--- config.mk ---
export PLATFORM = sky130hd
export DESIGN_NAME = id_hazard_unit_flat
export DESIGN_NICKNAME = d
export VERILOG_FILES = /design/src/rtl/id_hazard_unit_pkg.sv /design/src/rtl/id_hazard_unit_if.sv /design/src/rtl/id_hazard_unit_operand_fwd.sv /design/src/rtl/id_hazard_unit.sv /design/src/flat_wrapper.sv
export SDC_FILE = /design/constraint.sdc
export NUM_CORES = 1
export LEC_CHECK = 0
export CORE_ASPECT_RATIO = 0.5
export CORE_MARGIN = 3
export CORE_UTILIZATION = 51
export DETAILED_ROUTE_END_ITERATION = 8
export PLACE_DENSITY_LB_ADDON = 0.25
export SYNTH_ARGS = -nofsm -noshare
export SYNTH_HDL_FRONTEND = slang
export SYNTH_SLANG_ARGS = --single-unit
--- constraint.sdc ---
create_clock -name clk -period 12.92 [get_ports clk]
set_input_delay 3.876 -clock clk [delete_from_list [all_inputs] [get_ports clk]]
set_output_delay 3.876 -clock clk [all_outputs]
set_load 0.01 [all_outputs]
--- src/rtl/id_hazard_unit_pkg.sv ---
// Shared types and defaults for the decode-stage operand hazard unit.
// Latency: n/a (types, constants and a helper function only).
// Backpressure: n/a.
package id_hazard_unit_pkg;

   localparam int MAX_LAT_DEF = 7;
   localparam int LAT_W_DEF   = $clog2(MAX_LAT_DEF + 1);

   typedef logic [LAT_W_DEF-1:0] Lat_t;
   typedef logic [4:0]           Reg_addr_t;
   typedef logic [31:0]          Word_t;

   localparam Reg_addr_t REG_ZERO = 5'd0;

   // True for any architectural register that carries real state.
   function automatic logic is_gpr(input Reg_addr_t addr);
      return addr != REG_ZERO;
   endfunction

endpackage

--- src/rtl/id_hazard_unit_if.sv ---
// Bundle between decode, register file, result buses and the hazard unit.
// Latency: n/a (wires only).
// Backpressure: stall_o is the only backpressure, asserted by the slave side.
// Ports: flush/decode instruction fields, NUM_READ read ports with RF data,
// NUM_FWD forwarding sources (0 = youngest), resolved operands, stall, pend_any.
interface id_hazard_unit_if
   import id_hazard_unit_pkg::*;
#(
   parameter int NUM_READ = 2,
   parameter int NUM_FWD  = 2,
   parameter int LAT_W    = LAT_W_DEF
) ();

   logic                        flush_i;
   logic                        id_valid_i;
   logic                        id_wreg_write_i;
   Reg_addr_t                   id_wreg_addr_i;
   logic [LAT_W-1:0]            id_lat_i;
   logic [NUM_READ-1:0]         rd_en_i;
   Reg_addr_t [NUM_READ-1:0]    rd_addr_i;
   Word_t [NUM_READ-1:0]        rf_data_i;
   logic [NUM_FWD-1:0]          fwd_valid_i;
   Reg_addr_t [NUM_FWD-1:0]     fwd_addr_i;
   Word_t [NUM_FWD-1:0]         fwd_data_i;
   Word_t [NUM_READ-1:0]        rd_data_o;
   logic                        stall_o;
   logic                        pend_any_o;

   modport master (
      output flush_i, id_valid_i, id_wreg_write_i, id_wreg_addr_i, id_lat_i,
      output rd_en_i, rd_addr_i, rf_data_i, fwd_valid_i, fwd_addr_i, fwd_data_i,
      input  rd_data_o, stall_o, pend_any_o
   );

   modport slave (
      input  flush_i, id_valid_i, id_wreg_write_i, id_wreg_addr_i, id_lat_i,
      input  rd_en_i, rd_addr_i, rf_data_i, fwd_valid_i, fwd_addr_i, fwd_data_i,
      output rd_data_o, stall_o, pend_any_o
   );

endinterface

--- src/rtl/id_hazard_unit_operand_fwd.sv ---
// Per-read-port operand resolver: priority mux over forwarding sources, RF fallback.
// Latency: combinational, zero cycles.
// Backpressure: none; stalling is decided by the enclosing hazard unit.
// Ports: en_i/addr_i/rf_data_i for the port, fwd_* sources (0 wins), data_o.
module id_hazard_unit_operand_fwd
   import id_hazard_unit_pkg::*;
#(
   parameter int NUM_FWD = 2
) (
   input  logic                    en_i,
   input  Reg_addr_t               addr_i,
   input  Word_t                   rf_data_i,
   input  logic [NUM_FWD-1:0]      fwd_valid_i,
   input  Reg_addr_t [NUM_FWD-1:0] fwd_addr_i,
   input  Word_t [NUM_FWD-1:0]     fwd_data_i,
   output Word_t                   data_o
);

   always_comb begin
      data_o = rf_data_i;
      // Walk oldest to youngest so the youngest match overwrites last.
      for (int f = NUM_FWD - 1; f >= 0; f--) begin
         if (fwd_valid_i[f] && (fwd_addr_i[f] == addr_i)) begin
            data_o = fwd_data_i[f];
         end
      end
      // r0 is hardwired zero; a disabled port yields zero so decode can mux an immediate.
      if (!en_i || !is_gpr(addr_i)) begin
         data_o = '0;
      end
   end

endmodule

--- src/rtl/id_hazard_unit.sv ---
// Decode-stage operand hazard unit: per-GPR countdown scoreboard, RAW/WAW stall, operand forwarding.
// Latency: outputs combinational from registered scoreboard and current inputs; scoreboard updates each edge.
// Backpressure: stall_o holds decode; nothing is recorded while stalled or flushed.
// Ports: clk, rst (async active-low), hz (slave side of id_hazard_unit_if).
module id_hazard_unit
   import id_hazard_unit_pkg::*;
#(
   parameter int NUM_READ = 2,
   parameter int NUM_FWD  = 2,
   parameter int MAX_LAT  = MAX_LAT_DEF
) (
   input  logic             clk,
   input  logic             rst,
   id_hazard_unit_if.slave  hz
);

   localparam int               LAT_W     = $clog2(MAX_LAT + 1);
   localparam logic [LAT_W-1:0] MAX_LAT_V = LAT_W'(MAX_LAT);

   // Entry 0 exists only so any 5-bit address indexes safely; it is held at zero.
   logic [LAT_W-1:0] pend_q [32];
   logic [LAT_W-1:0] pend_d [32];

   logic             raw_hit;
   logic             waw_hit;
   logic             stall;
   logic             issue;
   logic [LAT_W-1:0] lat_clamp;
   Word_t            port_data [NUM_READ];

   always_comb begin
      raw_hit = 1'b0;
      for (int p = 0; p < NUM_READ; p++) begin
         if (hz.rd_en_i[p] && is_gpr(hz.rd_addr_i[p]) && (pend_q[hz.rd_addr_i[p]] != '0)) begin
            raw_hit = 1'b1;
         end
      end
      // A younger write must not land before an older in-flight write to the same register.
      waw_hit = hz.id_valid_i && hz.id_wreg_write_i && is_gpr(hz.id_wreg_addr_i) &&
                (pend_q[hz.id_wreg_addr_i] > hz.id_lat_i);
      stall   = rst && hz.id_valid_i && !hz.flush_i && (raw_hit || waw_hit);
      issue   = hz.id_valid_i && !stall && !hz.flush_i && hz.id_wreg_write_i &&
                is_gpr(hz.id_wreg_addr_i);
      lat_clamp = (hz.id_lat_i > MAX_LAT_V) ? MAX_LAT_V : hz.id_lat_i;
   end

   always_comb begin
      for (int r = 0; r < 32; r++) begin
         pend_d[r] = (pend_q[r] != '0) ? pend_q[r] - 1'b1 : '0;
         if (issue && (hz.id_wreg_addr_i == 5'(r))) begin
            pend_d[r] = lat_clamp;
         end
         if (hz.flush_i || (r == 0)) begin
            pend_d[r] = '0;
         end
      end
   end

   always_ff @(posedge clk or negedge rst) begin
      if (!rst) begin
         for (int r = 0; r < 32; r++) begin
            pend_q[r] <= '0;
         end
      end else begin
         for (int r = 0; r < 32; r++) begin
            pend_q[r] <= pend_d[r];
         end
      end
   end

   for (genvar p = 0; p < NUM_READ; p++) begin : g_port
      id_hazard_unit_operand_fwd #(
         .NUM_FWD     (NUM_FWD)
      ) u_operand_fwd (
         .en_i        (hz.rd_en_i[p]),
         .addr_i      (hz.rd_addr_i[p]),
         .rf_data_i   (hz.rf_data_i[p]),
         .fwd_valid_i (hz.fwd_valid_i),
         .fwd_addr_i  (hz.fwd_addr_i),
         .fwd_data_i  (hz.fwd_data_i),
         .data_o      (port_data[p])
      );
   end

   always_comb begin
      hz.pend_any_o = 1'b0;
      for (int r = 1; r < 32; r++) begin
         if (pend_q[r] != '0) begin
            hz.pend_any_o = 1'b1;
         end
      end
      hz.stall_o = stall;
      for (int p = 0; p < NUM_READ; p++) begin
         hz.rd_data_o[p] = rst ? port_data[p] : '0;
      end
   end

endmodule

--- src/flat_wrapper.sv ---
// flat-port wrapper written by rule: the top's interface ports become plain ports
module id_hazard_unit_flat import id_hazard_unit_pkg::*;
#(
   parameter int NUM_READ = 2,
   parameter int NUM_FWD  = 2,
   parameter int MAX_LAT  = MAX_LAT_DEF
)
  (clk, rst, hz_flush_i, hz_id_valid_i, hz_id_wreg_write_i, hz_id_wreg_addr_i, hz_id_lat_i, hz_rd_en_i, hz_rd_addr_i, hz_rf_data_i, hz_fwd_valid_i, hz_fwd_addr_i, hz_fwd_data_i, hz_rd_data_o, hz_stall_o, hz_pend_any_o);
  id_hazard_unit_if #(.NUM_READ(NUM_READ), .NUM_FWD(NUM_FWD), .LAT_W(3)) hz_i ();
  input  logic clk;
  input  logic rst;
  input wire logic [$bits(hz_i.flush_i)-1:0] hz_flush_i;
  input wire logic [$bits(hz_i.id_valid_i)-1:0] hz_id_valid_i;
  input wire logic [$bits(hz_i.id_wreg_write_i)-1:0] hz_id_wreg_write_i;
  input wire logic [$bits(hz_i.id_wreg_addr_i)-1:0] hz_id_wreg_addr_i;
  input wire logic [$bits(hz_i.id_lat_i)-1:0] hz_id_lat_i;
  input wire logic [$bits(hz_i.rd_en_i)-1:0] hz_rd_en_i;
  input wire logic [$bits(hz_i.rd_addr_i)-1:0] hz_rd_addr_i;
  input wire logic [$bits(hz_i.rf_data_i)-1:0] hz_rf_data_i;
  input wire logic [$bits(hz_i.fwd_valid_i)-1:0] hz_fwd_valid_i;
  input wire logic [$bits(hz_i.fwd_addr_i)-1:0] hz_fwd_addr_i;
  input wire logic [$bits(hz_i.fwd_data_i)-1:0] hz_fwd_data_i;
  output wire logic [$bits(hz_i.rd_data_o)-1:0] hz_rd_data_o;
  output wire logic [$bits(hz_i.stall_o)-1:0] hz_stall_o;
  output wire logic [$bits(hz_i.pend_any_o)-1:0] hz_pend_any_o;
  assign hz_i.flush_i = hz_flush_i;
  assign hz_i.id_valid_i = hz_id_valid_i;
  assign hz_i.id_wreg_write_i = hz_id_wreg_write_i;
  assign hz_i.id_wreg_addr_i = hz_id_wreg_addr_i;
  assign hz_i.id_lat_i = hz_id_lat_i;
  assign hz_i.rd_en_i = hz_rd_en_i;
  assign hz_i.rd_addr_i = hz_rd_addr_i;
  assign hz_i.rf_data_i = hz_rf_data_i;
  assign hz_i.fwd_valid_i = hz_fwd_valid_i;
  assign hz_i.fwd_addr_i = hz_fwd_addr_i;
  assign hz_i.fwd_data_i = hz_fwd_data_i;
  assign hz_rd_data_o = hz_i.rd_data_o;
  assign hz_stall_o = hz_i.stall_o;
  assign hz_pend_any_o = hz_i.pend_any_o;
  id_hazard_unit #(.NUM_READ(NUM_READ), .NUM_FWD(NUM_FWD), .MAX_LAT(MAX_LAT)) u_core (.clk(clk), .rst(rst), .hz(hz_i));
endmodule
==> results of run 1 <==
cells in the final DEF, fill, tap and decap left out, drive strengths merged, types with 7 or more instances in the layout:
cell,n
a2111oi,8
or2,10
clkbuf,10
mux4,27
nor2,104
o21ai,12
dfrtp,93
or3,7
ha,53
xor2,16
clkdlybuf4s50,227
mux2,43
nand3,17
nand2b,7
a21oi,13
inv,63
nor4,34
nand2,108
or4,18
nand4,13
mux2i,118
buf,19
a211oi,73
nor3,50
metrics by stage:
| step | hold WS (ns) | utilization, % | area (um2) | worst slack, ns | std cells |
|---|---|---|---|---|---|
| final | 0.600 | 69.7 | 11800 | 1.00 | 1444 |
| after global routing | 0.635 | 69.7 | 11800 | 0.842 | 1443 |
| after floorplan | 0.497 | - | 9060 | 1.52 | 1028 |
| after global placement | 0.561 | 68.0 | 11500 | 1.14 | 1426 |
| after detailed placement | 0.572 | 68.0 | 11500 | 1.06 | 1426 |
| after CTS | 0.582 | 69.7 | 11800 | 1.06 | 1442 |
routing by layer:
layer,part of all wire [%],global-route usage (%),up-vias
met3,12,10.4,102
met5,0.18,0.988,-
met1,39,45.3,4443
met2,45,55.7,598
met4,3.3,12.1,4
li1,-,-,4131
cells by family after synthesis:
family | Yosys count | share of synthesized area [%]
compound gates | 149 | 12.3
xor+xnor | 20 | 1.93
fa+ha+maj | 53 | 7.32
buf+inv | 135 | 5.87
flops | 93 | 25.7
mux | 188 | 25.6
simple gates | 390 | 21.3
layout make-up:
cell class	count	area (um2)
Timing Repair Buffer	246	2410
Tap cell	227	284
Clock buffer	10	229
Multi-Input combinational cell	800	6230
Fill cell	1396	5110
Sequential cell	93	2330
Clock inverter	6	61.3
Inverter	60	225
Antenna cell	2	5.00
path summary, 6_finish.rpt:
check	startpoint	endpoint	cells past startpoint
setup / recovery	hz_id_wreg_addr_i[1]	hz_stall_o	12
hold / removal	u_core.pend_q[48]$_DFF_PN0_	u_core.pend_q[48]$_DFF_PN0_	1
setup reg to reg	u_core.pend_q[55]$_DFF_PN0_	u_core.pend_q[36]$_DFF_PN0_	11
hold reg to reg	u_core.pend_q[48]$_DFF_PN0_	u_core.pend_q[48]$_DFF_PN0_	1
max in group asynchronous	rst	u_core.pend_q[12]$_DFF_PN0_	2
min in group asynchronous	rst	u_core.pend_q[73]$_DFF_PN0_	1
power by group:
group | switching, mW | internal (mW) | leakage (nW)
clock network | 0.132 | 0.136 | 0.139
registers | 0.00166 | 0.292 | 1.30
logic | 0.0932 | 0.0905 | 3.59
total | 0.227 | 0.518 | 5.03
critical path, stage by stage:
cell	delay [ns]
clkdlybuf4s50_1	0.82
buf_4	0.31
mux4_2	0.51
mux4_2	0.49
mux2_2	0.28
ha_1	0.30
a31oi_1	0.18
o221a_2	0.22
a31oi_2	0.05
a41o_1	0.29
a21oi_1	0.16
clkdlybuf4s50_1	0.56
==> out/summary.txt, run 1 <==
status = finished, final reports clean
fin crit share = 92.3%
Initial DRT Pass Iterations = 6
GPL Wtd Cong = 1.03
nets = 1,428
Pwr Total = 0.745 mW
synth cell count leaders = mux2i_1 (118), nand2_1 (108), nor2_1 (104), dfrtp_1 (93), a211oi_1 (73)
biggest regs = u_core.pend_q x93
Gate Count Post-Synth = 1,028
final setup fails = 0
setup tns final = 0 ns
yosys warns = 0
crit end category = output port
post-route ant nets = 0
Vias per Instance = 6.43
via count = 9,278
CTS max path bufs = 2
syn_nets = 1,246
post-synth top area cell = dfrtp_1
Layout Skew = 0.0145 ns
sequential area share after synthesis = 25.7%
MaxCap Viol Count = 0
Hold Path Class = reg -> reg
post-synth cell types = 61
worst slew pin tran = 1.16 ns
Port Buffers = 230
maximum VDD drop = 0.0000762 V
die area = 19,500 um2
FMAX = 0.0839 GHz
Clock transition at path regs = 0.08 ns
Leak = 5.03 nW
Layout Area Growth over Synthesis = 30.0%
most frequent cell after synthesis = mux2i_1
Post-CTS Setup Inserts = 0
reg-to-reg slack, setup = 8.31 ns
Async SR Flop Fraction = 100%
die height = 100 um
Yosys top cell area share = 25.7%
crit path kind = in -> out
Yosys reg bits = 93
Power Dens Cells = 63.3 nW/um2
CP Data Required Time = 9.04 ns
Avg WL per Cell = 24.1 um
DR DRC count = 0
min Tclk post-route = 11.92 ns
Biggest register = u_core.pend_q
Ports = 231
CTS tree = built
slew margin rel. = 22.2%
number of enable flip-flop cells after synthesis = 0
Critical Path Source Type = input port
Num CTS Buffers = 9
Root Driver = clkbuf_16
Starting Density = 53.6%
cts hold-fix bufs = 0
Top FF cell, synth = dfrtp_1
biggest area contributors in the synthesized netlist = dfrtp_1 (26%), mux2i_1 (13%), ha_1 (7.3%), mux4_2 (6.7%), a211oi_1 (6.0%)
# clock sinks = 93
post-synthesis instance area = 9060 um2
Tot GR Track Use = 34.8%
number of global-route vias before repair = 8,870
WP data arrival = 8.04 ns
1st-iter DRT viols = 894
CTS H-tree lvls = 3
first-pass GRT wire length = 52,500 um
max-slew violation count = 0
Worst-Skew Late Latency = 0.36 ns
max FFs per register = 93
post-CTS sizing = 0
# rows = 33
initial antenna violation count = 2
final hold violations = 0
grt ovf = 0
syn_area_per_cell = 8.81 um2
DRT Wirelength = 34,800 um
largest net degree at the start of global routing = 54
DP HPWL = 26,500 um
Core Area = 16,900 um2
die extent in x = 194 um
CP max FO = 13
share of post-route cells with drive strength above 1 = 11.2%
RSZ-0062 raised after global routing = false
(Power assumes the default switching activity.)
==> inputs of run 2 (changes only) <==
--- a/config.mk
+++ b/config.mk
@@ -9,6 +9,7 @@
 export CORE_MARGIN = 3
 export CORE_UTILIZATION = 51
 export DETAILED_ROUTE_END_ITERATION = 8
+export GPL_TIMING_DRIVEN = 0
 export PLACE_DENSITY_LB_ADDON = 0.25
 export SYNTH_ARGS = -nofsm -noshare
 export SYNTH_HDL_FRONTEND = slang
==> constraint.sdc (replaced) <==
create_clock -name clk -period 12.92 [get_ports clk]
set_input_delay 2.584 -clock clk [delete_from_list [all_inputs] [get_ports clk]]
set_output_delay 2.584 -clock clk [all_outputs]
set_load 0.01 [all_outputs]
==> run 2 against run 1 <==
Flip-flop and latch count is the same. Wire length grew 9.1%. Global-route usage grew 3.0 points. Largest cell class unchanged. Register-to-register slack gained 0.15 ns. Final cell count grew 3.5%. Non-clock buffer count grew 52. Combinational power grew 5%. Critical path type unchanged. Cell area grew 1.1%. Total power grew 3.6%. Critical path depth grew 4. Clock skew is essentially flat.
==> out/summary.txt, run 2 (synthesis gave the netlist of run 1 again) <==
status = finished, final reports clean
DRT Wirelength = 38,000 um
max FFs per register = 93
GPL Wtd Cong = 1.04
Post-CTS Setup Inserts = 0
Root Driver = clkbuf_16
max incr delay on CP = 0.73 ns
final setup fails = 0
CTS tree = built
Combinational Power Share = 25.0%
cts hold-fix bufs = 0
via count = 9,688
# rows = 33
fill cell count = 1,368
FF/Latch Area = 2330 um2
Starting Density = 53.6%
Crit Reg-Reg Startpoint = u_core.pend_q[34]$_DFF_PN0_
most frequent cells in the layout = clkdlybuf4s50_1 (221), mux2i_1 (118), nand2_1 (108), nor2_1 (104), dfrtp_1 (93)
setup tns final = 0 ns
NetSw = 0.249 mW
CP cell instances = clkbuf_1 > clkbuf_1 > buf_1 > mux4_2 > mux4_2 > mux2_2 > ha_1 > nor2b_1 > o21a_1 > o221a_2 > nor2_1 > a41o_1 > buf_2 > clkbuf_1 > a21oi_1 > clkdlybuf4s50_1
Power Dens Cells = 64.8 nW/um2
worst slew pin tran = 1.23 ns
# placed instances = 1,478
Worst-Skew Late Latency = 0.37 ns
CP top delay family = buffers and inverters
area of the multi-input gates = 6200 um2
Worst path slowest cell = buf_1
Layout Skew = 0.0146 ns
crit end category = output port
RSZ-0062 raised after global routing = false
# clock sinks = 93
CTS max path bufs = 2
crit path kind = in -> out
commonest non-fill, non-tap cell in the layout = clkdlybuf4s50_1
biggest regs = u_core.pend_q x93
placed cell area = 11,600 um2
Port Buffers = 222
Hold Crit Depth = 1
Clock transition at path regs = 0.08 ns
n_diodes = 0
Ports = 231
final hold violations = 0
post-route ant nets = 0
number of global-route vias before repair = 9,504
Leak = 5.07 nW
Critical Path Source Type = input port
MaxCap Viol Count = 0
largest net degree at the start of global routing = 59
die extent in x = 194 um
reg-to-reg slack, setup = 8.46 ns
Design Area, Final = 11,900 um2
Switching Share = 32.2%
die height = 100 um
Initial DRT Pass Iterations = 6
worst reg2reg path endpoint = u_core.pend_q[0]$_DFF_PN0_
CP dominant cell by count = clkbuf_1
Final Non-Filler Cells = 1,494
post-CTS sizing = 0
WP data arrival = 8.16 ns
1st-iter DRT viols = 1,256
min Tclk post-route = 10.75 ns
Seq pwr share = 38.0%
grt ovf = 0
DP HPWL = 29,500 um
die area = 19,500 um2
maximum VDD drop = 0.0000616 V
crit path buf inv count = 6
Vias per Instance = 6.48
nets = 1,480
Layout Area Growth over Synthesis = 31.4%
Num CTS Buffers = 9
WHS Endpoint = u_core.pend_q[78]$_DFF_PN0_
initial antenna violation count = 1
Pint = 0.523 mW
Biggest register = u_core.pend_q
fin crit share = 83.2%
cells on worst reg2reg path = 12
FMAX = 0.0930 GHz
share of post-route cells with drive strength above 1 = 9.87%
worst hold start = u_core.pend_q[78]$_DFF_PN0_
Tot GR Track Use = 37.8%
CP max FO = 10
final hold slack = 0.598 ns
first-pass GRT wire length = 56,800 um
max-slew violation count = 0
CP Data Required Time = 10.34 ns
Core Area = 16,900 um2
Clock Power Share = 37.0%
Hold Path Class = reg -> reg
CTS H-tree lvls = 3
slew margin rel. = 17.0%
Avg WL per Cell = 25.4 um
DR DRC count = 0
## run 2: cell types whose count changed in the layout (fill, tap and decap cells not counted), moves of 6 or more
cell / change
clkbuf_1: +48
buf_4: -14
clkdlybuf4s50_1: -6
buf_1: +15
buf_2: +6
## run 2: layout make-up
type	instances	area share (%)
inverters	60	1.89
repair buffers	223	18.9
plain buffers	75	2.58
clock inverters	7	0.725
well taps	227	2.39
clock buffers	9	1.89
multi-input cells	800	52.1
flip-flops and latches	93	19.6
## run 2: how the worst max path moves through the flow
stage,from,end,slack (ns),depth (start not counted)
2_1_floorplan,hz_id_wreg_addr_i[1],hz_stall_o,4.10,15
3_3_place_gp,rst,hz_rd_data_o[51],1.40,5
3_5_place_dp,hz_id_wreg_addr_i[1],hz_stall_o,2.38,16
4_1_cts,hz_id_wreg_addr_i[1],hz_stall_o,2.37,16
5_1_grt,hz_id_wreg_addr_i[1],hz_stall_o,2.10,16
6_report,hz_id_wreg_addr_i[1],hz_stall_o,2.17,16
## run 2: through the flow
stage | setup slack (ns) | power, mW | util [%]
4_1_cts | 2.37 | 0.767 | 70.5
3_5_place_dp | 2.38 | 0.487 | 68.6
5_1_grt | 2.10 | 0.790 | 70.5
6_report | 2.17 | 0.772 | 70.5
2_1_floorplan | 4.10 | 0.374 | -
3_3_place_gp | 1.40 | 0.484 | 68.5
## run 2: power by group through the flow
stage	logic (mW)	registers, mW	clock network (mW)
5_1_grt	0.202	0.293	0.295
6_report	0.193	0.293	0.286
4_1_cts	0.189	0.293	0.285
3_5_place_dp	0.188	0.299	0
3_3_place_gp	0.185	0.299	0
2_1_floorplan	0.0752	0.299	0
## run 2: routing by layer
metal | up-vias | wire length (um) | track usage, %
li1 | 4236 | - | -
met1 | 4685 | 15000 | 50.3
met2 | 651 | 17300 | 61.4
met3 | 114 | 4450 | 8.89
met4 | 2 | 1280 | 12.7
met5 | - | 11 | 0
==> inputs of run 3 (changes only) <==
--- a/config.mk
+++ b/config.mk
@@ -7,7 +7,7 @@
 export LEC_CHECK = 0
 export CORE_ASPECT_RATIO = 0.5
 export CORE_MARGIN = 3
-export CORE_UTILIZATION = 51
+export CORE_UTILIZATION = 46
 export DETAILED_ROUTE_END_ITERATION = 8
 export GPL_TIMING_DRIVEN = 0
 export PLACE_DENSITY_LB_ADDON = 0.25
==> constraint.sdc (replaced) <==
create_clock -name clk -period 9.2 [get_ports clk]
set_input_delay 1.84 -clock clk [delete_from_list [all_inputs] [get_ports clk]]
set_output_delay 1.84 -clock clk [all_outputs]
set_load 0.01 [all_outputs]
==> run 3 against run 2 <==
Sequential share of layout area shrank 0.092 points. Setup slack worse by 2.0 ns. Final cell count grew 2.3%. Flip-flop and latch count is the same. Highest routed layer unchanged. Clock-buffer cell count increased by 1. Worst hold slack got worse by 0.0051 ns. Sequential power is 41% higher.
==> out/summary.txt, run 3 (synthesis gave the netlist of run 1 again) <==
status = finished, final reports clean
# rows = 35
RSZ-0062 raised after global routing = false
post-route ant nets = 0
final setup fails = 0
number of global-route vias before repair = 9,578
initial antenna violation count = 6
Layout Skew = 0.00790 ns
CTS max path bufs = 2
die height = 105 um
CP cell instances = clkdlybuf4s50_1 > buf_1 > mux4_2 > mux4_2 > mux2_2 > ha_1 > nor2b_1 > o21a_1 > o221a_2 > nor2_1 > a41o_1 > buf_2 > clkbuf_1 > a21oi_1 > clkdlybuf4s50_1
first-pass GRT wire length = 58,300 um
CP top delay family = buffers and inverters
maximum VDD drop = 0.0000824 V
Initial DRT Pass Iterations = 6
crit end category = output port
fin crit share = 98.0%
max-slew violation count = 0
cts hold-fix bufs = 0
largest net degree at the start of global routing = 54
CTS tree = built
most frequent cells in the layout = clkdlybuf4s50_1 (221), mux2i_1 (118), nand2_1 (108), nor2_1 (104), dfrtp_1 (93)
Worst path slowest cell = buf_1
FMAX = 0.111 GHz
Power Dens Cells = 91.3 nW/um2
Hold Path Class = reg -> reg
Final Non-Filler Cells = 1,528
min Tclk post-route = 9.02 ns
die extent in x = 204 um
Avg WL per Cell = 25.6 um
CP max FO = 10
DR DRC count = 0
# clock sinks = 93
CP Data Required Time = 7.36 ns
# placed instances = 1,510
commonest non-fill, non-tap cell in the layout = clkdlybuf4s50_1
Biggest register = u_core.pend_q
MaxCap Viol Count = 0
Leak = 5.08 nW
crit path buf inv count = 5
Vias per Instance = 6.32
1st-iter DRT viols = 1,250
Core Area = 18,800 um2
Tot GR Track Use = 35.3%
via count = 9,657
Num CTS Buffers = 9
DP HPWL = 30,200 um
Ports = 231
slew margin rel. = 25.5%
max FFs per register = 93
share of post-route cells with drive strength above 1 = 9.87%
Root Driver = clkbuf_16
GPL Wtd Cong = 1.05
DRT Wirelength = 39,100 um
Layout Area Growth over Synthesis = 32.0%
Pwr Total = 1.09 mW
die area = 21,500 um2
CTS H-tree lvls = 3
Worst-Skew Late Latency = 0.35 ns
max incr delay on CP = 0.85 ns
final hold slack = 0.593 ns
Critical Path Source Type = input port
nets = 1,480
grt ovf = 0
Port Buffers = 222
Post-CTS Setup Inserts = 0
biggest regs = u_core.pend_q x93
Starting Density = 48.1%
final hold violations = 0
worst slew pin tran = 1.11 ns
WP data arrival = 7.18 ns
Clock transition at path regs = 0.07 ns
end-of-flow core utilization = 63.5%
crit path kind = in -> out
## run 3: cell types whose count changed in the layout (fill, tap and decap cells not counted), sizes merged
cell           before  now
clkbuf             58   59
clkdlybuf4s15       0    2
clkinv              4    2
buf                28   26
bufinv              0    1
inv                63   62
diode               0    3
## run 3: area by class of cell
type | instances | area [um2]
Fill cell | 1642 | 6870
Multi-Input combinational cell | 800 | 6200
Sequential cell | 93 | 2330
Timing Repair Buffer | 223 | 2250
Tap cell | 259 | 324
Buffer | 75 | 320
Clock buffer | 10 | 239
Inverter | 60 | 225
Clock inverter | 5 | 67.6
Antenna cell | 3 | 7.51
## run 3: metal layers
metal / vias to the layer above / global-route usage (%) / wire, um
met2: 636 / 57.4 / 17700
met1: 4648 / 45.6 / 15200
li1: 4220 / - / -
met3: 147 / 8.79 / 4370
met4: 6 / 13.3 / 1810
met5: - / 0 / 43
## run 3: timing repair
action                     CTS  global route
hold endpoints to repair     0             0
setup endpoints to repair    0             1
resized for setup            0             4
## run 3: path summary, 6_finish.rpt
| path | startpoint | endpoint | slack [ns] | depth (start not counted) |
|---|---|---|---|---|
| max in group asynchronous | rst | u_core.pend_q[2]$_DFF_PN0_ | 6.99 | 2 |
| min in group asynchronous | rst | u_core.pend_q[44]$_DFF_PN0_ | 1.51 | 1 |
| setup reg to reg | u_core.pend_q[34]$_DFF_PN0_ | u_core.pend_q[34]$_DFF_PN0_ | 4.71 | 12 |
| hold reg to reg | u_core.pend_q[78]$_DFF_PN0_ | u_core.pend_q[78]$_DFF_PN0_ | 0.59 | 1 |
| setup / recovery | hz_id_wreg_addr_i[0] | hz_stall_o | 0.18 | 15 |
| hold / removal | u_core.pend_q[78]$_DFF_PN0_ | u_core.pend_q[78]$_DFF_PN0_ | 0.59 | 1 |
## run 3: stage by stage
stage	setup TNS [ns]	setup slack (ns)	instance area, um2
after floorplan	0	1.87	9060
after global placement	-43.22	-0.996	11600
after detailed placement	0	0.243	11600
after CTS	0	0.225	11900
after global routing	0	0.0104	12000
final	0	0.185	12000
## run 3: power breakdown
| group | switching (mW) | total, mW | internal [mW] |
|---|---|---|---|
| sequential | 0.00204 | 0.412 | 0.410 |
| combinational | 0.145 | 0.274 | 0.129 |
| clock | 0.184 | 0.406 | 0.222 |
